$ cat config.mk
export PLATFORM = sky130hd
export DESIGN_NAME = seven_seg_scan_reader
export DESIGN_NICKNAME = d
export VERILOG_FILES = /design/src/rtl/seg7_pkg.sv /design/src/rtl/seg7_pattern_to_hex.sv /design/src/rtl/seven_seg_scan_reader.sv
export SDC_FILE = /design/constraint.sdc
export NUM_CORES = 1
export LEC_CHECK = 0
export ABC_CLOCK_PERIOD_IN_PS = 3700
export BUFFER_PORTS_ARGS = -buffer_cell sky130_fd_sc_hd__buf_2
export CAP_MARGIN = 5
export CORE_MARGIN = 2
export CORE_UTILIZATION = 45
export CTS_BUF_LIST = sky130_fd_sc_hd__clkbuf_4 sky130_fd_sc_hd__clkbuf_8
export DETAILED_ROUTE_END_ITERATION = 8
export HOLD_SLACK_MARGIN = 0.08
export PLACE_DENSITY = 0.73
export SKIP_CTS_REPAIR_TIMING = 1
export SYNTH_ARGS = -nofsm -noshare
export SYNTH_HDL_FRONTEND = slang
export SYNTH_SLANG_ARGS = --single-unit
$ cat constraint.sdc
create_clock -name clk -period 3.7 [get_ports clk]
set_input_delay 0.37 -clock clk [delete_from_list [all_inputs] [get_ports clk]]
set_output_delay 0.37 -clock clk [all_outputs]
set_load 0.005 [all_outputs]
$ cat src/rtl/seg7_pkg.sv
// Shared 7-segment definitions: active-low cathode patterns {CA..CG} and reader FSM encoding.
// The forward hex-to-segment helper uses the same constants so driver and reader agree.
package seg7_pkg;

  localparam logic [6:0] SEG_0     = 7'b0000001;
  localparam logic [6:0] SEG_1     = 7'b1001111;
  localparam logic [6:0] SEG_2     = 7'b0010010;
  localparam logic [6:0] SEG_3     = 7'b0000110;
  localparam logic [6:0] SEG_4     = 7'b1001100;
  localparam logic [6:0] SEG_5     = 7'b0100100;
  localparam logic [6:0] SEG_6     = 7'b0100000;
  localparam logic [6:0] SEG_7     = 7'b0001111;
  localparam logic [6:0] SEG_8     = 7'b0000000;
  localparam logic [6:0] SEG_9     = 7'b0000100;
  localparam logic [6:0] SEG_A     = 7'b0001000;
  localparam logic [6:0] SEG_B     = 7'b1100000;
  localparam logic [6:0] SEG_C     = 7'b0110001;
  localparam logic [6:0] SEG_D     = 7'b1000010;
  localparam logic [6:0] SEG_E     = 7'b0110000;
  localparam logic [6:0] SEG_F     = 7'b0111000;
  localparam logic [6:0] SEG_BLANK = 7'b1111111;

  typedef enum logic [1:0] {
    StIdle   = 2'd0,
    StSettle = 2'd1,
    StHeld   = 2'd2
  } scan_state_e;

  // Forward path: nibble to cathode pattern.
  function automatic logic [6:0] hex_to_seg(input logic [3:0] value);
    logic [6:0] seg;
    case (value)
      4'h0:    seg = SEG_0;
      4'h1:    seg = SEG_1;
      4'h2:    seg = SEG_2;
      4'h3:    seg = SEG_3;
      4'h4:    seg = SEG_4;
      4'h5:    seg = SEG_5;
      4'h6:    seg = SEG_6;
      4'h7:    seg = SEG_7;
      4'h8:    seg = SEG_8;
      4'h9:    seg = SEG_9;
      4'hA:    seg = SEG_A;
      4'hB:    seg = SEG_B;
      4'hC:    seg = SEG_C;
      4'hD:    seg = SEG_D;
      4'hE:    seg = SEG_E;
      default: seg = SEG_F;
    endcase
    return seg;
  endfunction

endpackage

$ cat src/rtl/seg7_pattern_to_hex.sv
// Combinational reverse decoder: cathode pattern to nibble with blank/legal flags.
// Blank counts as legal and decodes to nibble 0.
module seg7_pattern_to_hex
  import seg7_pkg::*;
(
  input  logic [6:0] pattern,
  output logic [3:0] nibble,
  output logic       is_blank,
  output logic       is_legal
);

  // Table lookup; anything not in the table is illegal.
  always_comb begin
    nibble   = 4'h0;
    is_blank = 1'b0;
    is_legal = 1'b1;
    case (pattern)
      SEG_0:     nibble = 4'h0;
      SEG_1:     nibble = 4'h1;
      SEG_2:     nibble = 4'h2;
      SEG_3:     nibble = 4'h3;
      SEG_4:     nibble = 4'h4;
      SEG_5:     nibble = 4'h5;
      SEG_6:     nibble = 4'h6;
      SEG_7:     nibble = 4'h7;
      SEG_8:     nibble = 4'h8;
      SEG_9:     nibble = 4'h9;
      SEG_A:     nibble = 4'hA;
      SEG_B:     nibble = 4'hB;
      SEG_C:     nibble = 4'hC;
      SEG_D:     nibble = 4'hD;
      SEG_E:     nibble = 4'hE;
      SEG_F:     nibble = 4'hF;
      SEG_BLANK: is_blank = 1'b1;
      default:   is_legal = 1'b0;
    endcase
  end

endmodule

$ cat src/rtl/seven_seg_scan_reader.sv
// Reader for a multiplexed 7-segment bus: samples anode/cathode lines, waits for a pattern to
// stay stable over a settle window, then captures the shown value for the enabled digit.
module seven_seg_scan_reader
  import seg7_pkg::*;
#(
  parameter int unsigned NUM_DIGITS    = 4,
  parameter int unsigned SETTLE_CYCLES = 16,
  parameter int unsigned CNT_W         = 8
) (
  input  logic                    clk,
  input  logic                    reset,
  input  logic [NUM_DIGITS-1:0]   an_in,
  input  logic [6:0]              seg_in,
  input  logic                    err_clr,
  output logic [4*NUM_DIGITS-1:0] digits_out,
  output logic [NUM_DIGITS-1:0]   digit_valid,
  output logic [NUM_DIGITS-1:0]   blank_out,
  output logic                    frame_done,
  output logic                    pattern_err,
  output logic                    anode_err
);

  localparam int unsigned IDX_W = (NUM_DIGITS > 1) ? $clog2(NUM_DIGITS) : 1;
  localparam int unsigned LC_W  = $clog2(NUM_DIGITS + 1);
  localparam logic [CNT_W-1:0] CntLast = CNT_W'(SETTLE_CYCLES - 1);
  localparam logic [CNT_W-1:0] CntMax  = {CNT_W{1'b1}};

  logic [NUM_DIGITS-1:0]   s_an_q, p_an_q;
  logic [6:0]              s_seg_q, p_seg_q;
  logic [CNT_W-1:0]        cnt_q;
  scan_state_e             state_q, state_d;
  logic                    capture;
  logic                    sample_change;
  logic [LC_W-1:0]         low_count;
  logic [IDX_W-1:0]        low_idx;
  logic                    one_low, multi_low;
  logic [3:0]              dec_nibble;
  logic                    dec_blank, dec_legal;
  logic [NUM_DIGITS-1:0]   mask_q, mask_set;
  logic [4*NUM_DIGITS-1:0] digits_q;
  logic [NUM_DIGITS-1:0]   valid_q, blank_q;
  logic                    frame_done_q, pattern_err_q, anode_err_q;

  // Sample register plus the previous sample, so change detection compares two registered values.
  always_ff @(posedge clk) begin
    if (reset) begin
      s_an_q  <= '1;
      s_seg_q <= '1;
      p_an_q  <= '1;
      p_seg_q <= '1;
    end else begin
      s_an_q  <= an_in;
      s_seg_q <= seg_in;
      p_an_q  <= s_an_q;
      p_seg_q <= s_seg_q;
    end
  end

  assign sample_change = (s_an_q != p_an_q) || (s_seg_q != p_seg_q);

  // Count low anodes and remember which one is low.
  always_comb begin
    low_count = '0;
    low_idx   = '0;
    for (int i = 0; i < NUM_DIGITS; i++) begin
      if (!s_an_q[i]) begin
        low_count = low_count + LC_W'(1);
        low_idx   = IDX_W'(i);
      end
    end
  end

  assign one_low   = (low_count == LC_W'(1));
  assign multi_low = (low_count > LC_W'(1));

  seg7_pattern_to_hex u_decode (
    .pattern  (s_seg_q),
    .nibble   (dec_nibble),
    .is_blank (dec_blank),
    .is_legal (dec_legal)
  );

  // Settle counter: restarts on any sample change, saturates otherwise.
  always_ff @(posedge clk) begin
    if (reset) begin
      cnt_q <= '0;
    end else if (sample_change) begin
      cnt_q <= '0;
    end else if (cnt_q != CntMax) begin
      cnt_q <= cnt_q + CNT_W'(1);
    end
  end

  // FSM state register.
  always_ff @(posedge clk) begin
    if (reset) begin
      state_q <= StIdle;
    end else begin
      state_q <= state_d;
    end
  end

  // FSM next state; a change on the capture cycle wins so the window must be fully stable.
  always_comb begin
    state_d = state_q;
    capture = 1'b0;
    if (!one_low) begin
      state_d = StIdle;
    end else begin
      unique case (state_q)
        StIdle:   state_d = StSettle;
        StSettle: begin
          if (!sample_change && (cnt_q == CntLast)) begin
            state_d = StHeld;
            capture = 1'b1;
          end
        end
        StHeld:   if (sample_change) state_d = StSettle;
        default:  state_d = StIdle;
      endcase
    end
  end

  assign mask_set = mask_q | (NUM_DIGITS'(1) << low_idx);

  // Capture registers, frame mask and frame pulse.
  always_ff @(posedge clk) begin
    if (reset) begin
      digits_q     <= '0;
      valid_q      <= '0;
      blank_q      <= '0;
      mask_q       <= '0;
      frame_done_q <= 1'b0;
    end else begin
      frame_done_q <= 1'b0;
      if (capture) begin
        if (&mask_set) begin
          mask_q       <= '0;
          frame_done_q <= 1'b1;
        end else begin
          mask_q <= mask_set;
        end
        if (dec_legal) begin
          digits_q[4*low_idx +: 4] <= dec_nibble;
          valid_q[low_idx]         <= 1'b1;
          blank_q[low_idx]         <= dec_blank;
        end else begin
          valid_q[low_idx] <= 1'b0;
          blank_q[low_idx] <= 1'b0;
        end
      end
    end
  end

  // Sticky error flags; a set in the same cycle as err_clr wins.
  always_ff @(posedge clk) begin
    if (reset) begin
      pattern_err_q <= 1'b0;
      anode_err_q   <= 1'b0;
    end else begin
      if (capture && !dec_legal) pattern_err_q <= 1'b1;
      else if (err_clr)          pattern_err_q <= 1'b0;
      if (multi_low)             anode_err_q   <= 1'b1;
      else if (err_clr)          anode_err_q   <= 1'b0;
    end
  end

  assign digits_out  = digits_q;
  assign digit_valid = valid_q;
  assign blank_out   = blank_q;
  assign frame_done  = frame_done_q;
  assign pattern_err = pattern_err_q;
  assign anode_err   = anode_err_q;

endmodule
==> impl_metrics.tcl, run 1 <==
set metrics [dict create \
    outcome "finished clean" \
    totalWireLength_mm 5.92 \
    crit_fanout 8 \
    hpwl_mm 4.03 \
    synth_edf_count 0 \
    firstDrtPassIters 4 \
    start_util_pct 45.8 \
    ys_seq_elements 63 \
    end_kind "flip-flop" \
    seq_area_frac_synth_pct 41.2 \
    viasPerCell 5.23 \
    htreeDepth 3 \
    wl_per_cell_um 13.6 \
    grt_pass1_wl_mm 10.3 \
    worstSetupPathType "reg -> reg" \
    cts.path.max_buffers 2 \
    numCtsBuffers 9 \
    synth_fp_nets 334 \
    globalplace.congestion 0.793 \
    mostFrequentLayoutCells "dfxtp_1, buf_2, nor2_1, mux2i_1, or2_2" \
    period_share_pct 81.9 \
    nNetsFinal 367 \
    cts_tree "yes" \
    grt_usage_pct 17.5 \
    hold_viol 0 \
    postRouteAntennaNets 0 \
    period_needed_ns 3.03 \
    drcViolationCount 0 \
    async_reset_ff_share_pct 0 \
    netlist_area_mm2 0.00306 \
    required_ns 3.89 \
    r2r-end "blank_out[1]$_SDFFE_PP0P_" \
    reg2reg_depth 10 \
    antenna_cells 0 \
    met3_usage_pct 5.52 \
    powerDensity_mw_per_mm2 430 \
    grt_max_degree 58 \
    rsz0062_at_grt "false" \
    drv_cap 0 \
    vias 2271 \
    tightest_slew_ns 0.848 \
    final_common_cell "dfxtp_1" \
    multi_input_area_mm2 0.00167 \
    fin_skew_ns 0.0145 \
    grtUsageMet1_pct 22.5 \
    grt_pass1_vias 2116 \
    drive_above_1_share_pct 27.4 \
    path_clk_slew_ns 0.08 \
    grt_overflow_total 0 \
    cts-root-buf "clkbuf_8" \
    setup_viol 0 \
    crit_path_start "s_an_q[1]$_SDFF_PP1_" \
    ys_types 57 \
    fin_cells 434 \
    gr-usage-met2_pct 27.5 \
    antenna_found_initial 0 \
    rows 30 \
    first_iter_violations 74 \
    r2r_setup_slack_ns 0.67 \
    io_pins 41 \
    die_area_mm2 0.00748 \
    seqCellArea_mm2 0.00126 \
    clk_latency_ns 0.34 \
    die_h_um 86.5 \
    coreArea_mm2 0.00668 \
    area_growth_pct 13.9 \
    crit_path_end "blank_out[1]$_SDFFE_PP0P_" \
    fillers 629 \
    ys.flop_type "dfxtp_1" \
    grt_busiest_layer "met2" \
    die_w_um 86.5 \
    dp.cells 418 \
    syn_inst 316 \
    cts_num_sinks 63 \
    max-vdd-ir-drop_mv 0.297 \
    postSynthAreaPerCell_um2 9.68 \
    synth_warnings 0 \
    placed_cell_area_mm2 0.00326 \
    hold_slack_ns 0.205 \
    arrival_ns 3.22 \
    fin_tns_setup_ns 0 \
    p_total_mw 1.50 \
    fmax_mhz 330 \
    design_area_mm2 0.00349 \
    drv_slew 0 \
    port_buffers 40 \
    cp-start-kind "flip-flop" \
    rr_startpoint "s_an_q[1]$_SDFF_PP1_" \
    relSlewSlack_pct 43.4 \
    leakage_nw 1.51 \
    hp-class "in -> reg" \
]
through the flow:
step	utilization, %	setup WS [ns]
CTS	52.2	0.658
finish	52.2	0.671
detailed placement	48.8	0.703
global placement	48.8	0.842
floorplan	-	1.02
global route	52.2	0.483
Yosys cell counts (all sizes together), types with 2 or more instances:
library cell	instances	area share (%)
dfxtp	63	41
nor2	30	3.7
mux2i	25	8.2
or2	23	4.7
nand2b	18	3.7
xor2	15	4.5
a21oi	12	2.1
nand2	12	2.5
nor3	12	3.0
clkbuf	10	1.2
inv	9	1.1
buf	8	2.0
nand3	8	1.3
o21ai	8	1.3
ha	4	1.6
nand4	4	1.3
nor4	4	2.8
o21a	4	0.98
a21o	3	0.74
and3	3	0.61
nand4bb	3	1.3
nor2b	3	0.61
xnor2	3	0.86
a2111oi	2	0.57
a31oi	2	0.41
and3b	2	0.57
nand3b	2	0.49
nor3b	2	0.49
o21bai	2	0.49
or2b	2	0.49
or3	2	0.41
flip-flops by register name, summed over array words and instances, names as in the netlist, named ones only:
signal / cells
cnt_q: 8
p_seg_q: 7
anode_err: 1
mask_q: 4
p_an_q: 4
frame_done: 1
pattern_err: 1
s_seg_q: 7
state_q: 2
blank_out: 4
digits_out: 16
s_an_q: 4
layer usage:
| metal | share of wire, % | vias up |
|---|---|---|
| li1 | - | 1152 |
| met1 | 45 | 1056 |
| met2 | 49 | 55 |
| met3 | 5.1 | 8 |
| met4 | 1.4 | 0 |
| met5 | 0 | - |
cell type report:
type,instances,area share [%]
Clock inverter,7,2.94
Clock buffer,9,3.55
Sequential cell,63,36.2
Timing Repair Buffer,40,5.74
Inverter,9,0.969
Multi-Input combinational cell,226,47.8
Tap cell,80,2.87
critical path, stage by stage, from the launching register on:
cell	delay [ns]
dfxtp_1	0.48
inv_1	0.08
ha_1	0.35
xnor2_1	0.16
ha_1	0.32
nor3_2	0.26
a221oi_1	0.13
a31o_2	0.36
nor4_4	0.42
mux2i_1	0.27
nor2_1	0.06
power by group:
group | total, mW | switching [mW] | internal (mW)
Combinational | 0.107 | 0.0592 | 0.0481
Clock | 0.677 | 0.290 | 0.387
Sequential | 0.716 | 0.0251 | 0.691
cell families after synthesis:
logic type / count (synthesis) / synth area share [%]
mux: 26 / 8.54
xor+xnor: 18 / 5.40
buf+inv: 27 / 4.37
simple gates: 137 / 29.8
compound gates: 41 / 8.99
fa+ha+maj: 4 / 1.64
flops: 63 / 41.2
worst min-delay path by stage:
stage | slack [ns] | start | to | cells past startpoint
4_1_cts | 0.19 | seg_in[0] | s_seg_q[0]$_SDFF_PP1_ | 2
2_1_floorplan | 0.44 | mask_q[3]$_SDFFE_PP0P_ | mask_q[3]$_SDFFE_PP0P_ | 1
6_report | 0.20 | seg_in[0] | s_seg_q[0]$_SDFF_PP1_ | 2
3_5_place_dp | 0.45 | pattern_err$_SDFFE_PP0P_ | pattern_err$_SDFFE_PP0P_ | 2
5_1_grt | 0.18 | seg_in[0] | s_seg_q[0]$_SDFF_PP1_ | 2
3_3_place_gp | 0.44 | pattern_err$_SDFFE_PP0P_ | pattern_err$_SDFFE_PP0P_ | 2
No activity file was read; power rests on OpenSTA's default activity.
==> run 2: changes to the inputs <==
Settings changed: ABC_CLOCK_PERIOD_IN_PS 3700 to 2500, PLACE_DENSITY 0.73 to 0.75.
Clock period 3.7 ns to 2.5 ns, I/O delays scaled along.
==> run 2 against run 1 <==
Compared with the run above: final cell count up 6.5%; maximum frequency up 18%; clock power up 33%; core utilization up 4.1 points; the run now ends with negative setup slack left; register-to-register slack worse by 0.75 ns; sequential power up 47%; hold slack worse by 0.11 ns; global-route usage up 0.18 points; die area unchanged; first-iteration DRC count up 55%; power up 45%.
==> impl_metrics.tcl, run 2 (synthesis results as in run 1) <==
set metrics [dict create \
    outcome "complete, but fails checks" \
    violations "negative setup slack" \
    grt_max_degree 42 \
    relSlewSlack_pct 55.4 \
    viasPerCell 5.20 \
    globalplace.congestion 0.877 \
    nNetsFinal 395 \
    cts-root-buf "clkbuf_8" \
    rows 30 \
    hpwl_mm 4.34 \
    slowest_stage "dfxtp_2" \
    htreeDepth 3 \
    cts.path.max_buffers 2 \
    arrival_ns 2.83 \
    numCtsBuffers 9 \
    io_pins 41 \
    mostFrequentLayoutCells "dfxtp_1, buf_2, nor2_1, mux2i_1, buf_4" \
    drive_above_1_share_pct 34.3 \
    crit_path_start "s_an_q[0]$_SDFF_PP1_" \
    vias 2401 \
    coreArea_mm2 0.00668 \
    worstSetupPathType "reg -> reg" \
    drcViolationCount 0 \
    die_w_um 86.5 \
    die_area_mm2 0.00748 \
    powerDensity_mw_per_mm2 578 \
    path_clk_slew_ns 0.07 \
    wl_per_cell_um 13.7 \
    die_h_um 86.5 \
    antenna_cells 0 \
    max-vdd-ir-drop_mv 0.320 \
    setup_viol 15 \
    totalWireLength_mm 6.33 \
    cts_tree "yes" \
    cp_cell_sequence "buf_4, ha_1, o21ai_1, ha_1, nor3_4, a221oi_2, a31o_4, nor4_4, buf_6, buf_4, nor2_4, a211oi_2" \
    fmax_mhz 388 \
    design_area_mm2 0.00376 \
    area_growth_pct 22.8 \
    fin_tns_setup_ns -0.628 \
    first_iter_violations 115 \
    leakage_nw 1.64 \
    fin_skew_ns 0.00777 \
    largest_reg_flops 16 \
    drv_cap 0 \
    clk_latency_ns 0.34 \
    antenna_found_initial 0 \
    hp-class "in -> reg" \
    cp-start-kind "flip-flop" \
    firstDrtPassIters 4 \
    port_buffers 40 \
    rr_startpoint "s_an_q[0]$_SDFF_PP1_" \
    drv_slew 0 \
    rsz0062_at_grt "true" \
    crit_fanout 5 \
    end_kind "flip-flop" \
    grt_overflow_total 0 \
    hp-start "seg_in[3]" \
    cts_num_sinks 63 \
    dp_slack_ns -0.0713 \
    grt_pass1_wl_mm 10.5 \
    postRouteAntennaNets 0 \
    period_share_pct 103 \
    cp_slowest_stage_delay_ns 0.32 \
    grt_usage_pct 17.7 \
    tightest_slew_ns 0.669 \
    final_common_cell "dfxtp_1" \
    hold_viol 0 \
    start_util_pct 45.8 \
    period_needed_ns 2.57 \
    required_ns 2.76 \
    placed_cell_area_mm2 0.00340 \
    finalWorstSetupSlack_ns -0.0742 \
    grt_pass1_vias 2334 \
]
-- run 2: layout make-up --
type | count | area [µm²]
clock buffers | 10 | 138
clock inverters | 6 | 70.1
fillers | 582 | 2920
inverters | 9 | 33.8
multi-input cells | 226 | 1730
flip-flops and latches | 63 | 1260
well taps | 80 | 100
repair buffers | 68 | 424
-- run 2: routing by layer --
| metal | track usage [%] | up-vias | part of all wire (%) |
|---|---|---|---|
| met1 | 21.9 | 1109 | 45 |
| met5 | 0 | - | 0 |
| li1 | - | 1213 | - |
| met4 | 6.96 | 0 | 1.1 |
| met3 | 4.86 | 7 | 5.8 |
| met2 | 29.2 | 72 | 48 |
-- run 2: metrics by stage --
step           total power [mW]  cells  hold WS, ns  util [%]
2_1_floorplan              1.22    316        0.354         -
3_3_place_gp               1.26    435        0.433      50.9
3_5_place_dp               1.27    435        0.435      50.9
4_1_cts                    2.17    451       0.0718      54.0
5_1_grt                    2.27    462       0.0811      56.3
6_report                   2.17    462       0.0918      56.3
-- run 2: worst paths after layout --
path | cells past startpoint | endpoint | slack [ns]
setup / recovery | 12 | mask_q[1]$_SDFFE_PP0P_ | -0.07
hold / removal | 2 | s_seg_q[3]$_SDFF_PP1_ | 0.09
setup reg to reg | 12 | mask_q[1]$_SDFFE_PP0P_ | -0.07
hold reg to reg | 2 | digits_out[3]$_SDFFE_PP0P_ | 0.47
-- run 2: power breakdown --
part           internal (mW)  switching, mW
sequential              1.02         0.0267
clock                  0.490          0.408
combinational          0.108          0.114
-- run 2: critical path, delay by kind of cell, from the launching register on --
family / cells / cell delay [ns]
buf+inv: 3 / 0.41
compound gates: 4 / 0.70
fa+ha+maj: 2 / 0.50
flops: 1 / 0.32
simple gates: 3 / 0.57
